--- config.mk ---
export PLATFORM = sky130hd
export DESIGN_NAME = pf_iod_lvds_tx_lanectrl_seq_flat
export DESIGN_NICKNAME = d
export VERILOG_FILES = /design/src/rtl/pf_iod_lvds_tx_lanectrl_seq_if.sv /design/src/rtl/pf_iod_lvds_tx_lanectrl_seq.sv /design/src/flat_wrapper.sv
export SDC_FILE = /design/constraint.sdc
export NUM_CORES = 1
export LEC_CHECK = 0
export CORE_ASPECT_RATIO = 1.25
export CORE_UTILIZATION = 40
export DETAILED_ROUTE_END_ITERATION = 8
export PLACE_DENSITY = 0.66
export SYNTH_ARGS = -nofsm -noshare
export SYNTH_HDL_FRONTEND = slang
export SYNTH_SLANG_ARGS = --single-unit
--- constraint.sdc ---
create_clock -name FAB_CLK -period 2.4 [get_ports FAB_CLK]
set_input_delay 0.24 -clock FAB_CLK [delete_from_list [all_inputs] [get_ports FAB_CLK]]
set_output_delay 0.24 -clock FAB_CLK [all_outputs]
set_load 0.005 [all_outputs]
--- src/rtl/pf_iod_lvds_tx_lanectrl_seq_if.sv ---
// Handshake and lane-control bundle between the LVDS TX lane sequencer and
// its neighbours (fabric adjust requester and lane controller).
interface pf_iod_lvds_tx_lanectrl_seq_if;
    logic       ADJ_REQ;
    logic       ADJ_DIR;
    logic       TX_DELAY_LINE_OUT_OF_RANGE;
    logic       LANE_RESET;
    logic       HS_IO_CLK_PAUSE;
    logic       DELAY_LINE_SEL;
    logic       DELAY_LINE_LOAD;
    logic       DELAY_LINE_DIRECTION;
    logic       DELAY_LINE_MOVE;
    logic [7:0] TAP_COUNT;
    logic       INIT_DONE;
    logic       ADJ_ACK;
    logic       OOR_ERR;

    // Sequencer side: drives the lane controls and the adjust acknowledge.
    modport master (
        input  ADJ_REQ, ADJ_DIR, TX_DELAY_LINE_OUT_OF_RANGE,
        output LANE_RESET, HS_IO_CLK_PAUSE, DELAY_LINE_SEL, DELAY_LINE_LOAD,
               DELAY_LINE_DIRECTION, DELAY_LINE_MOVE, TAP_COUNT, INIT_DONE,
               ADJ_ACK, OOR_ERR
    );

    // Environment side: fabric requester plus lane controller status.
    modport slave (
        output ADJ_REQ, ADJ_DIR, TX_DELAY_LINE_OUT_OF_RANGE,
        input  LANE_RESET, HS_IO_CLK_PAUSE, DELAY_LINE_SEL, DELAY_LINE_LOAD,
               DELAY_LINE_DIRECTION, DELAY_LINE_MOVE, TAP_COUNT, INIT_DONE,
               ADJ_ACK, OOR_ERR
    );
endinterface

--- src/rtl/pf_iod_lvds_tx_lanectrl_seq.sv ---
// LVDS TX lane sequencer: holds the lane in reset, loads the TX delay line,
// steps it to the initial tap, then services single-tap fabric adjustments.
// Every LOAD/MOVE pulse is wrapped in HS_IO_CLK_PAUSE setup/hold windows.
module pf_iod_lvds_tx_lanectrl_seq #(
    parameter int RESET_HOLD_CYCLES = 16,
    parameter int PAUSE_SETUP       = 4,
    parameter int PAUSE_HOLD        = 4,
    parameter int INIT_TAPS         = 2
) (
    input  logic                            FAB_CLK,
    input  logic                            RESET,
    pf_iod_lvds_tx_lanectrl_seq_if.master   bus
);

    typedef enum logic [2:0] {
        ST_RST_HOLD,
        ST_PRE,
        ST_ACT,
        ST_POST,
        ST_IDLE,
        ST_ACKS,
        ST_WAIT_LOW
    } state_t;

    localparam logic [7:0] HOLD_LOAD  = 8'(RESET_HOLD_CYCLES);
    localparam logic [7:0] SETUP_LOAD = 8'(PAUSE_SETUP);
    localparam logic [7:0] PHOLD_LOAD = 8'(PAUSE_HOLD);
    localparam logic [7:0] TAPS_LOAD  = 8'(INIT_TAPS);

    state_t     state_q, state_d;
    logic [7:0] cnt_q, cnt_d;
    logic [7:0] init_left_q, init_left_d;
    logic       op_move_q, op_move_d;
    logic       lane_reset_q, lane_reset_d;
    logic       pause_q, pause_d;
    logic       sel_q, sel_d;
    logic       load_q, load_d;
    logic       dir_q, dir_d;
    logic       move_q, move_d;
    logic [7:0] tap_q, tap_d;
    logic       init_done_q, init_done_d;
    logic       ack_q, ack_d;
    logic       oor_q, oor_d;

    // Next-state and next-output logic; pulses and the acknowledge default low.
    // The hold counter resets to 0 so the first edge after release loads it,
    // making the hold window count from that edge.
    always_comb begin
        state_d      = state_q;
        cnt_d        = cnt_q;
        init_left_d  = init_left_q;
        op_move_d    = op_move_q;
        lane_reset_d = lane_reset_q;
        pause_d      = pause_q;
        sel_d        = sel_q;
        load_d       = 1'b0;
        dir_d        = dir_q;
        move_d       = 1'b0;
        tap_d        = tap_q;
        init_done_d  = init_done_q;
        ack_d        = 1'b0;
        oor_d        = oor_q;

        if ((state_q == ST_ACT || state_q == ST_POST) && bus.TX_DELAY_LINE_OUT_OF_RANGE)
            oor_d = 1'b1;

        case (state_q)
            ST_RST_HOLD: begin
                lane_reset_d = 1'b1;
                if (cnt_q == 8'd0) begin
                    cnt_d = HOLD_LOAD;
                end else if (cnt_q == 8'd1) begin
                    lane_reset_d = 1'b0;
                    sel_d        = 1'b1;
                    op_move_d    = 1'b0;
                    init_left_d  = TAPS_LOAD;
                    pause_d      = 1'b1;
                    cnt_d        = SETUP_LOAD;
                    state_d      = ST_PRE;
                end else begin
                    cnt_d = cnt_q - 8'd1;
                end
            end
            ST_PRE: begin
                if (cnt_q == 8'd1) begin
                    state_d = ST_ACT;
                    if (op_move_q) begin
                        move_d = 1'b1;
                        tap_d  = dir_q ? tap_q + 8'd1 : tap_q - 8'd1;
                    end else begin
                        load_d = 1'b1;
                        tap_d  = 8'd0;
                    end
                end else begin
                    cnt_d = cnt_q - 8'd1;
                end
            end
            ST_ACT: begin
                cnt_d   = PHOLD_LOAD;
                state_d = ST_POST;
            end
            ST_POST: begin
                if (cnt_q == 8'd1) begin
                    pause_d = 1'b0;
                    if (!init_done_q) begin
                        if (init_left_q != 8'd0) begin
                            init_left_d = init_left_q - 8'd1;
                            op_move_d   = 1'b1;
                            dir_d       = 1'b1;
                            pause_d     = 1'b1;
                            cnt_d       = SETUP_LOAD;
                            state_d     = ST_PRE;
                        end else begin
                            init_done_d = 1'b1;
                            state_d     = ST_IDLE;
                        end
                    end else begin
                        ack_d   = 1'b1;
                        state_d = ST_WAIT_LOW;
                    end
                end else begin
                    cnt_d = cnt_q - 8'd1;
                end
            end
            ST_IDLE: begin
                if (bus.ADJ_REQ && init_done_q) begin
                    if ((bus.ADJ_DIR && tap_q == 8'd255) || (!bus.ADJ_DIR && tap_q == 8'd0)) begin
                        oor_d   = 1'b1;
                        state_d = ST_ACKS;
                    end else begin
                        op_move_d = 1'b1;
                        dir_d     = bus.ADJ_DIR;
                        pause_d   = 1'b1;
                        cnt_d     = SETUP_LOAD;
                        state_d   = ST_PRE;
                    end
                end
            end
            ST_ACKS: begin
                ack_d   = 1'b1;
                state_d = ST_WAIT_LOW;
            end
            ST_WAIT_LOW: begin
                if (!bus.ADJ_REQ)
                    state_d = ST_IDLE;
            end
            default: begin
                state_d = ST_RST_HOLD;
            end
        endcase
    end

    // State and registered outputs; reset drops pause and re-asserts lane reset at once.
    always_ff @(posedge FAB_CLK or posedge RESET) begin
        if (RESET) begin
            state_q      <= ST_RST_HOLD;
            cnt_q        <= 8'd0;
            init_left_q  <= 8'd0;
            op_move_q    <= 1'b0;
            lane_reset_q <= 1'b1;
            pause_q      <= 1'b0;
            sel_q        <= 1'b0;
            load_q       <= 1'b0;
            dir_q        <= 1'b0;
            move_q       <= 1'b0;
            tap_q        <= 8'd0;
            init_done_q  <= 1'b0;
            ack_q        <= 1'b0;
            oor_q        <= 1'b0;
        end else begin
            state_q      <= state_d;
            cnt_q        <= cnt_d;
            init_left_q  <= init_left_d;
            op_move_q    <= op_move_d;
            lane_reset_q <= lane_reset_d;
            pause_q      <= pause_d;
            sel_q        <= sel_d;
            load_q       <= load_d;
            dir_q        <= dir_d;
            move_q       <= move_d;
            tap_q        <= tap_d;
            init_done_q  <= init_done_d;
            ack_q        <= ack_d;
            oor_q        <= oor_d;
        end
    end

    assign bus.LANE_RESET           = lane_reset_q;
    assign bus.HS_IO_CLK_PAUSE      = pause_q;
    assign bus.DELAY_LINE_SEL       = sel_q;
    assign bus.DELAY_LINE_LOAD      = load_q;
    assign bus.DELAY_LINE_DIRECTION = dir_q;
    assign bus.DELAY_LINE_MOVE      = move_q;
    assign bus.TAP_COUNT            = tap_q;
    assign bus.INIT_DONE            = init_done_q;
    assign bus.ADJ_ACK              = ack_q;
    assign bus.OOR_ERR              = oor_q;

endmodule

--- src/flat_wrapper.sv ---
// flat-port wrapper written by rule: the top's interface ports become plain ports
module pf_iod_lvds_tx_lanectrl_seq_flat 
#(
    parameter int RESET_HOLD_CYCLES = 16,
    parameter int PAUSE_SETUP       = 4,
    parameter int PAUSE_HOLD        = 4,
    parameter int INIT_TAPS         = 2
)
  (FAB_CLK, RESET, bus_ADJ_REQ, bus_ADJ_DIR, bus_TX_DELAY_LINE_OUT_OF_RANGE, bus_LANE_RESET, bus_HS_IO_CLK_PAUSE, bus_DELAY_LINE_SEL, bus_DELAY_LINE_LOAD, bus_DELAY_LINE_DIRECTION, bus_DELAY_LINE_MOVE, bus_TAP_COUNT, bus_INIT_DONE, bus_ADJ_ACK, bus_OOR_ERR);
  pf_iod_lvds_tx_lanectrl_seq_if bus_i ();
  input  logic FAB_CLK;
  input  logic RESET;
  input wire logic [$bits(bus_i.ADJ_REQ)-1:0] bus_ADJ_REQ;
  input wire logic [$bits(bus_i.ADJ_DIR)-1:0] bus_ADJ_DIR;
  input wire logic [$bits(bus_i.TX_DELAY_LINE_OUT_OF_RANGE)-1:0] bus_TX_DELAY_LINE_OUT_OF_RANGE;
  output wire logic [$bits(bus_i.LANE_RESET)-1:0] bus_LANE_RESET;
  output wire logic [$bits(bus_i.HS_IO_CLK_PAUSE)-1:0] bus_HS_IO_CLK_PAUSE;
  output wire logic [$bits(bus_i.DELAY_LINE_SEL)-1:0] bus_DELAY_LINE_SEL;
  output wire logic [$bits(bus_i.DELAY_LINE_LOAD)-1:0] bus_DELAY_LINE_LOAD;
  output wire logic [$bits(bus_i.DELAY_LINE_DIRECTION)-1:0] bus_DELAY_LINE_DIRECTION;
  output wire logic [$bits(bus_i.DELAY_LINE_MOVE)-1:0] bus_DELAY_LINE_MOVE;
  output wire logic [$bits(bus_i.TAP_COUNT)-1:0] bus_TAP_COUNT;
  output wire logic [$bits(bus_i.INIT_DONE)-1:0] bus_INIT_DONE;
  output wire logic [$bits(bus_i.ADJ_ACK)-1:0] bus_ADJ_ACK;
  output wire logic [$bits(bus_i.OOR_ERR)-1:0] bus_OOR_ERR;
  assign bus_i.ADJ_REQ = bus_ADJ_REQ;
  assign bus_i.ADJ_DIR = bus_ADJ_DIR;
  assign bus_i.TX_DELAY_LINE_OUT_OF_RANGE = bus_TX_DELAY_LINE_OUT_OF_RANGE;
  assign bus_LANE_RESET = bus_i.LANE_RESET;
  assign bus_HS_IO_CLK_PAUSE = bus_i.HS_IO_CLK_PAUSE;
  assign bus_DELAY_LINE_SEL = bus_i.DELAY_LINE_SEL;
  assign bus_DELAY_LINE_LOAD = bus_i.DELAY_LINE_LOAD;
  assign bus_DELAY_LINE_DIRECTION = bus_i.DELAY_LINE_DIRECTION;
  assign bus_DELAY_LINE_MOVE = bus_i.DELAY_LINE_MOVE;
  assign bus_TAP_COUNT = bus_i.TAP_COUNT;
  assign bus_INIT_DONE = bus_i.INIT_DONE;
  assign bus_ADJ_ACK = bus_i.ADJ_ACK;
  assign bus_OOR_ERR = bus_i.OOR_ERR;
  pf_iod_lvds_tx_lanectrl_seq #(.RESET_HOLD_CYCLES(RESET_HOLD_CYCLES), .PAUSE_SETUP(PAUSE_SETUP), .PAUSE_HOLD(PAUSE_HOLD), .INIT_TAPS(INIT_TAPS)) u_core (.FAB_CLK(FAB_CLK), .RESET(RESET), .bus(bus_i));
endmodule
Word-level counts from Yosys, hierarchy flattened --
Cells that the tools add are included.
Word-level totals: logic and storage cells 124, register bits 37, input bits 5, output and inout port bits 17
Cells by class: reductions and logical operators 24, add/sub/neg operators 4, bitwise gates (word level) 1, equal/unequal tests 20, muxes and demuxes 61
Operator list (number):
- 8-bit 2-to-1 mux | 15
- 8-bit one-hot mux with 5 select lines | 1
- 1-bit 2-to-1 mux | 30
- 6-bit AND reduction | 5
- 3-bit 2-to-1 mux | 9
- 8-bit by 1-bit subtractor with 8-bit output (second input constant) | 3
- 3-bit one-hot mux with 7 select lines | 1
- 8-bit logical NOT | 2
- 8-bit one-hot mux with 2 select lines | 1
- 2-bit inequality test (second input constant) | 7
- 3-bit == test (second input constant) | 3
- 8-bit by 1-bit adder with 8-bit output (second input constant) | 1
- 8-bit by 1-bit == test with 1-bit output (second input constant) | 1
- 8-bit == test (second input constant) | 1
- 8-bit AND reduction | 1
- 8-bit nonzero test | 1
- 3-bit by 2-bit == test with 1-bit output (second input constant) | 2
- 2-bit by 1-bit inequality test with 1-bit output (second input constant) | 3
- 3-bit inequality test (second input constant) | 2
- 1-bit one-hot mux with 3 select lines | 2
- 5-bit nonzero test | 1
- 1-bit logical AND | 4
- 1-bit one-hot mux with 2 select lines | 2
- 2-bit AND reduction | 2
- 8 further kinds | 10

Depth between registers and ports, before layout --
word-level depth 7, mapped depth 9, mapped depth without buffers 8

Worst setup path before layout --
No wires, ideal clock.
path kind register -> register, start point register u_core.dir_q, in the netlist u_core.bus.DELAY_LINE_DIRECTION, end point register u_core.tap_q[7], in the netlist u_core.bus.TAP_COUNT[7], arrival time 1.867 ns, buffers on the path 0, stages on the path, launching flop included 9, library setup time 0.123 ns, path slack 0.410 ns, period minus slack after synthesis 1.990 ns, data required time 2.277 ns, path through dfrtp_1 > inv_1 > ha_1 > a21oi_1 > o211ai_1 > o41ai_1 > xnor2_1 > mux2i_1 > o21ai_1
Between the ends: word-level cells in the longest chain between the ends 2
Ends and longest elaborated chain:
- start, declared | RTL line pf_iod_lvds_tx_lanectrl_seq.sv:38 | logic dir_q, dir_d;
- start signal, assigned | RTL line pf_iod_lvds_tx_lanectrl_seq.sv:179 | dir_q <= dir_d;
- 8-bit 2-to-1 mux | RTL line pf_iod_lvds_tx_lanectrl_seq.sv:89 | tap_d = dir_q ? tap_q + 8'd1 : tap_q - 8'd1;
- 8-bit 2-to-1 mux | RTL line pf_iod_lvds_tx_lanectrl_seq.sv:87 | if (op_move_q) begin
- end signal, assigned | RTL line pf_iod_lvds_tx_lanectrl_seq.sv:181 | tap_q <= tap_d;
- end, declared | RTL line pf_iod_lvds_tx_lanectrl_seq.sv:40 | logic [7:0] tap_q, tap_d;
Every way passes these cells. A chain may end at the register's enable or synchronous reset.

Final worst setup path --
Ends and elaborated chain as after synthesis.

==> impl_metrics.py <==
metrics = {
    "place": {
        "numPortBuffers": 21,
        "placed_cell_area_sq_mm": 0.00265,
        "dp_hpwl_microns": 3970,
        "pre_cts_ws_ps": 181,
        "place_congestion": 0.874,
        "placed_cells": 348,
    },
    "timing": {
        "holdWs_ps": 344,
        "setup_viol": 0,
        "finalMaxSlewViolations": 0,
        "rsz0062_at_grt": "false",
        "fin_setup_tns_ps": 0,
        "tightest_slew_ps": 485,
        "relSlewSlack_pct": 67.4,
        "fin_crit_ps": 2140,
        "finClkSkew_ps": 9.38,
        "max_freq_ghz": 0.468,
        "fin_crit_sh_pct": 89.1,
        "hold_viol": 0,
        "setup_ws_ps": 262,
    },
    "power_and_ir_drop": {
        "pwr-share-seq_pct": 56.4,
        "ir_drop_mv": 0.212,
        "p_sw_mw": 0.269,
        "switching_share_pct": 24.3,
        "p_clk_share_pct": 41.7,
        "intPower_mw": 0.836,
        "p_leak_nw": 1.24,
        "powerDensity_mw_per_mm2": 401,
        "finalPower_mw": 1.11,
        "pwr-share-comb_pct": 2.0,
    },
    "clocking": {
        "cts_inserted_buffers": 5,
        "cts.htree.levels": 2,
        "clock-sinks": 37,
        "cts_resized": 0,
        "cts_tree": "yes",
        "path_clk_slew_ps": 90,
        "post_cts_buffers": 0,
        "insertion_delay_ps": 300,
        "clk_path_buf_depth": 2,
        "clockRootBuffer": "clkbuf_8",
        "cts_hold_buf": 0,
    },
    "floorplan": {
        "dieHeight_microns": 87.9,
        "die_area_sq_mm": 0.00621,
        "die_w_microns": 70.7,
        "fp-row-count": 30,
        "core_area_sq_mm": 0.00556,
        "start_util_pct": 42.5,
        "io_pins": 22,
    },
    "yosys": {
        "ys_seq_area_share_pct": 39.3,
        "async_flop_share_pct": 100,
        "syn_area_sq_mm": 0.00236,
        "syn_avg_cell_area_sq_um": 8.90,
        "syn_inst": 265,
        "synth_edf_count": 0,
        "synth-main-ff-cell": "dfrtp_1",
        "ys_ff_latch": 37,
        "synth_cell_type_count": 55,
        "syn_nets": 282,
        "ys_warn_count": 0,
    },
    "setup_path": {
        "crit_slowest_cell": "dfrtp_1",
        "end_kind": "flop",
        "path_cells": "inv_1, ha_1, a21oi_1, o211ai_1, o41ai_2, xnor2_1, mux2i_1, o21ai_1",
        "worst-path-buf-inv": 1,
        "critical-path-top-delay-family": "compound AO/OA/AOI/OAI gates",
        "r2r_end": "u_core.bus.TAP_COUNT[7]$_DFFE_PP0P_",
        "r2r_start": "u_core.bus.DELAY_LINE_DIRECTION$_DFFE_PP0P_",
        "cp-startpoint": "u_core.bus.DELAY_LINE_DIRECTION$_DFFE_PP0P_",
        "rr_worst_depth": 8,
        "cp_max_fo": 8,
        "cpPeakStageDelay_ps": 420,
        "startpoint_type": "flop",
        "crit_type": "reg -> reg",
        "cp_data_arrival_time_ps": 2330,
        "required_ps": 2590,
        "r2r_slack_ps": 260,
    },
    "detailed_routing": {
        "vias_per_cell": 5.65,
        "wire_per_inst_microns": 15.0,
        "num_vias": 2012,
        "postRouteAntennaNets": 0,
        "first_pass_iters": 6,
        "routed_wl_microns": 5340,
        "drt_iter0_drc": 123,
        "drc": 5,
    },
    "cells_and_area": {
        "drive_gt1_share_pct": 9.93,
        "final_util_pct": 49.6,
        "final_cells": 356,
        "syn_to_final_growth_pct": 16.8,
        "nets": 308,
        "stdcell_area_sq_mm": 0.00276,
        "regArea_sq_um": 927,
        "fillCellCount": 519,
        "multi_input_area_sq_mm": 0.00134,
        "antennaDiodeCount": 0,
    },
    "grt": {
        "grt_overflow_total": 0,
        "track_usage_pct": 18.8,
        "grt_max_degree": 38,
        "first_global_vias": 1860,
        "grt_pass1_wl_microns": 9160,
        "antenna_found_initial": 0,
    },
    "worst_hold_path": {
        "min_path_type": "in -> async",
    },
    "run": {
        "cap_violations": 0,
    },
    "run_status": {
        "violations": "DRC",
        "outcome": "finished, violations left",
    },
}
-- routing by layer --
metal	vias up	share of wire (%)	track usage (%)	wire (microns)
met2	56	45	29.9	2430
li1	1000	-	-	-
met4	0	2.6	8.00	140
met1	944	48	25.5	2550
met3	12	4.2	3.34	225
met5	-	0	0	0
-- how the worst max path moves through the flow --
stage	slack, ps	end	depth (start not counted)
4_1_cts	170	u_core.bus.TAP_COUNT[7]$_DFFE_PP0P_	8
6_report	260	u_core.bus.TAP_COUNT[7]$_DFFE_PP0P_	8
3_5_place_dp	180	u_core.bus.TAP_COUNT[7]$_DFFE_PP0P_	8
3_3_place_gp	220	u_core.bus.TAP_COUNT[7]$_DFFE_PP0P_	8
2_1_floorplan	410	u_core.bus.TAP_COUNT[7]$_DFFE_PP0P_	8
5_1_grt	90	u_core.bus.TAP_COUNT[7]$_DFFE_PP0P_	8
-- power groups by stage --
stage / Combinational, mW / Clock (mW) / Sequential [mW]
after global routing: 0.0248 / 0.495 / 0.623
after CTS: 0.0225 / 0.472 / 0.623
after detailed placement: 0.0224 / 0 / 0.635
after floorplan: 0.00974 / 0 / 0.635
final: 0.0217 / 0.461 / 0.623
after global placement: 0.0229 / 0 / 0.635
-- cells in the mapped netlist (2+ instances only) --
master | instances | area share (%)
nor3_1 | 5 | 1.1
o21ai_1 | 4 | 0.85
a22oi_1 | 3 | 0.95
nor2b_1 | 2 | 0.53
a21oi_1 | 14 | 3.0
clkbuf_1 | 2 | 0.32
o221ai_1 | 2 | 0.74
o31ai_1 | 8 | 2.5
nand3_1 | 8 | 1.7
nand2b_1 | 3 | 0.80
o211ai_1 | 3 | 0.95
nand4b_1 | 2 | 0.74
a31oi_1 | 2 | 0.53
xor2_1 | 10 | 3.7
and3_1 | 2 | 0.53
nand2_1 | 32 | 5.1
a2bb2oi_1 | 4 | 1.5
buf_4 | 2 | 0.64
inv_1 | 15 | 2.4
dfrtp_1 | 36 | 38
nand4_1 | 7 | 1.9
ha_1 | 11 | 5.8
o21ai_0 | 22 | 4.7
and2_1 | 2 | 0.53
xnor2_1 | 2 | 0.74
buf_2 | 3 | 0.64
or2_1 | 2 | 0.53
nor4_4 | 2 | 1.8
nor2_1 | 29 | 4.6
-- sequential cells by signal, summed over array words and instances, names as in the netlist --
signal and cells:
u_core.bus.DELAY_LINE_MOVE 1, u_core.op_move_q 1, u_core.init_left_q 8, u_core.bus.DELAY_LINE_DIRECTION 1
u_core.bus.DELAY_LINE_LOAD 1, u_core.state_q 3, u_core.bus.INIT_DONE 1, u_core.cnt_q 8
u_core.bus.DELAY_LINE_SEL 1, u_core.bus.OOR_ERR 1, u_core.bus.LANE_RESET 1, u_core.bus.HS_IO_CLK_PAUSE 1
u_core.bus.ADJ_ACK 1, u_core.bus.TAP_COUNT 8
-- cell usage in the layout, fill, tap and decap left out, drive strengths merged, types with 2 or more instances in the layout --
cell and count:
nor4 3, nor2b 2, o31ai 8, clkbuf 5, a31oi 2, nand4b 2
nor2 29, and3 2, nand2b 3, inv 16, a2bb2oi 4, and2 2
nand4 7, nand2 34, dfrtp 36, xor2 10, a22oi 3, nor3 6
buf 7, or2 3, xnor2 2, nand3 9, clkdlybuf4s50 21, o211ai 3
o21ai 26, o221ai 2, ha 11, o41ai 2, a21oi 14
-- worst reg2reg max path: stages (launching register included) --
cell      delay (ps)
dfrtp_1          420
inv_1            240
ha_1             290
a21oi_1          180
o211ai_1         160
o41ai_2          260
xnor2_1          190
mux2i_1          210
o21ai_1           70
-- cells by family (layout without fill, tap and decap cells) --
logic type	Yosys count	in the layout	share of synthesized area (%)
and+or+nand+nor	107	107	24.1
AOI/OAI and AO/OA	72	72	20.4
DFF	37	37	39.3
buffers and inverters	24	51	4.61
adders and majority gates	12	12	6.68
xor gates and xnor gates	12	12	4.46
muxes	1	1	0.424
-- cell type report --
class / instances / share of cell area [%]
Clock inverter: 3 / 0.772
Multi-Input combinational cell: 204 / 48.6
Sequential cell: 37 / 33.7
Tap cell: 64 / 2.91
Timing Repair Buffer: 28 / 9.54
Clock buffer: 5 / 2.50
Inverter: 15 / 2.04
No activity file was read; power rests on OpenSTA's default activity.
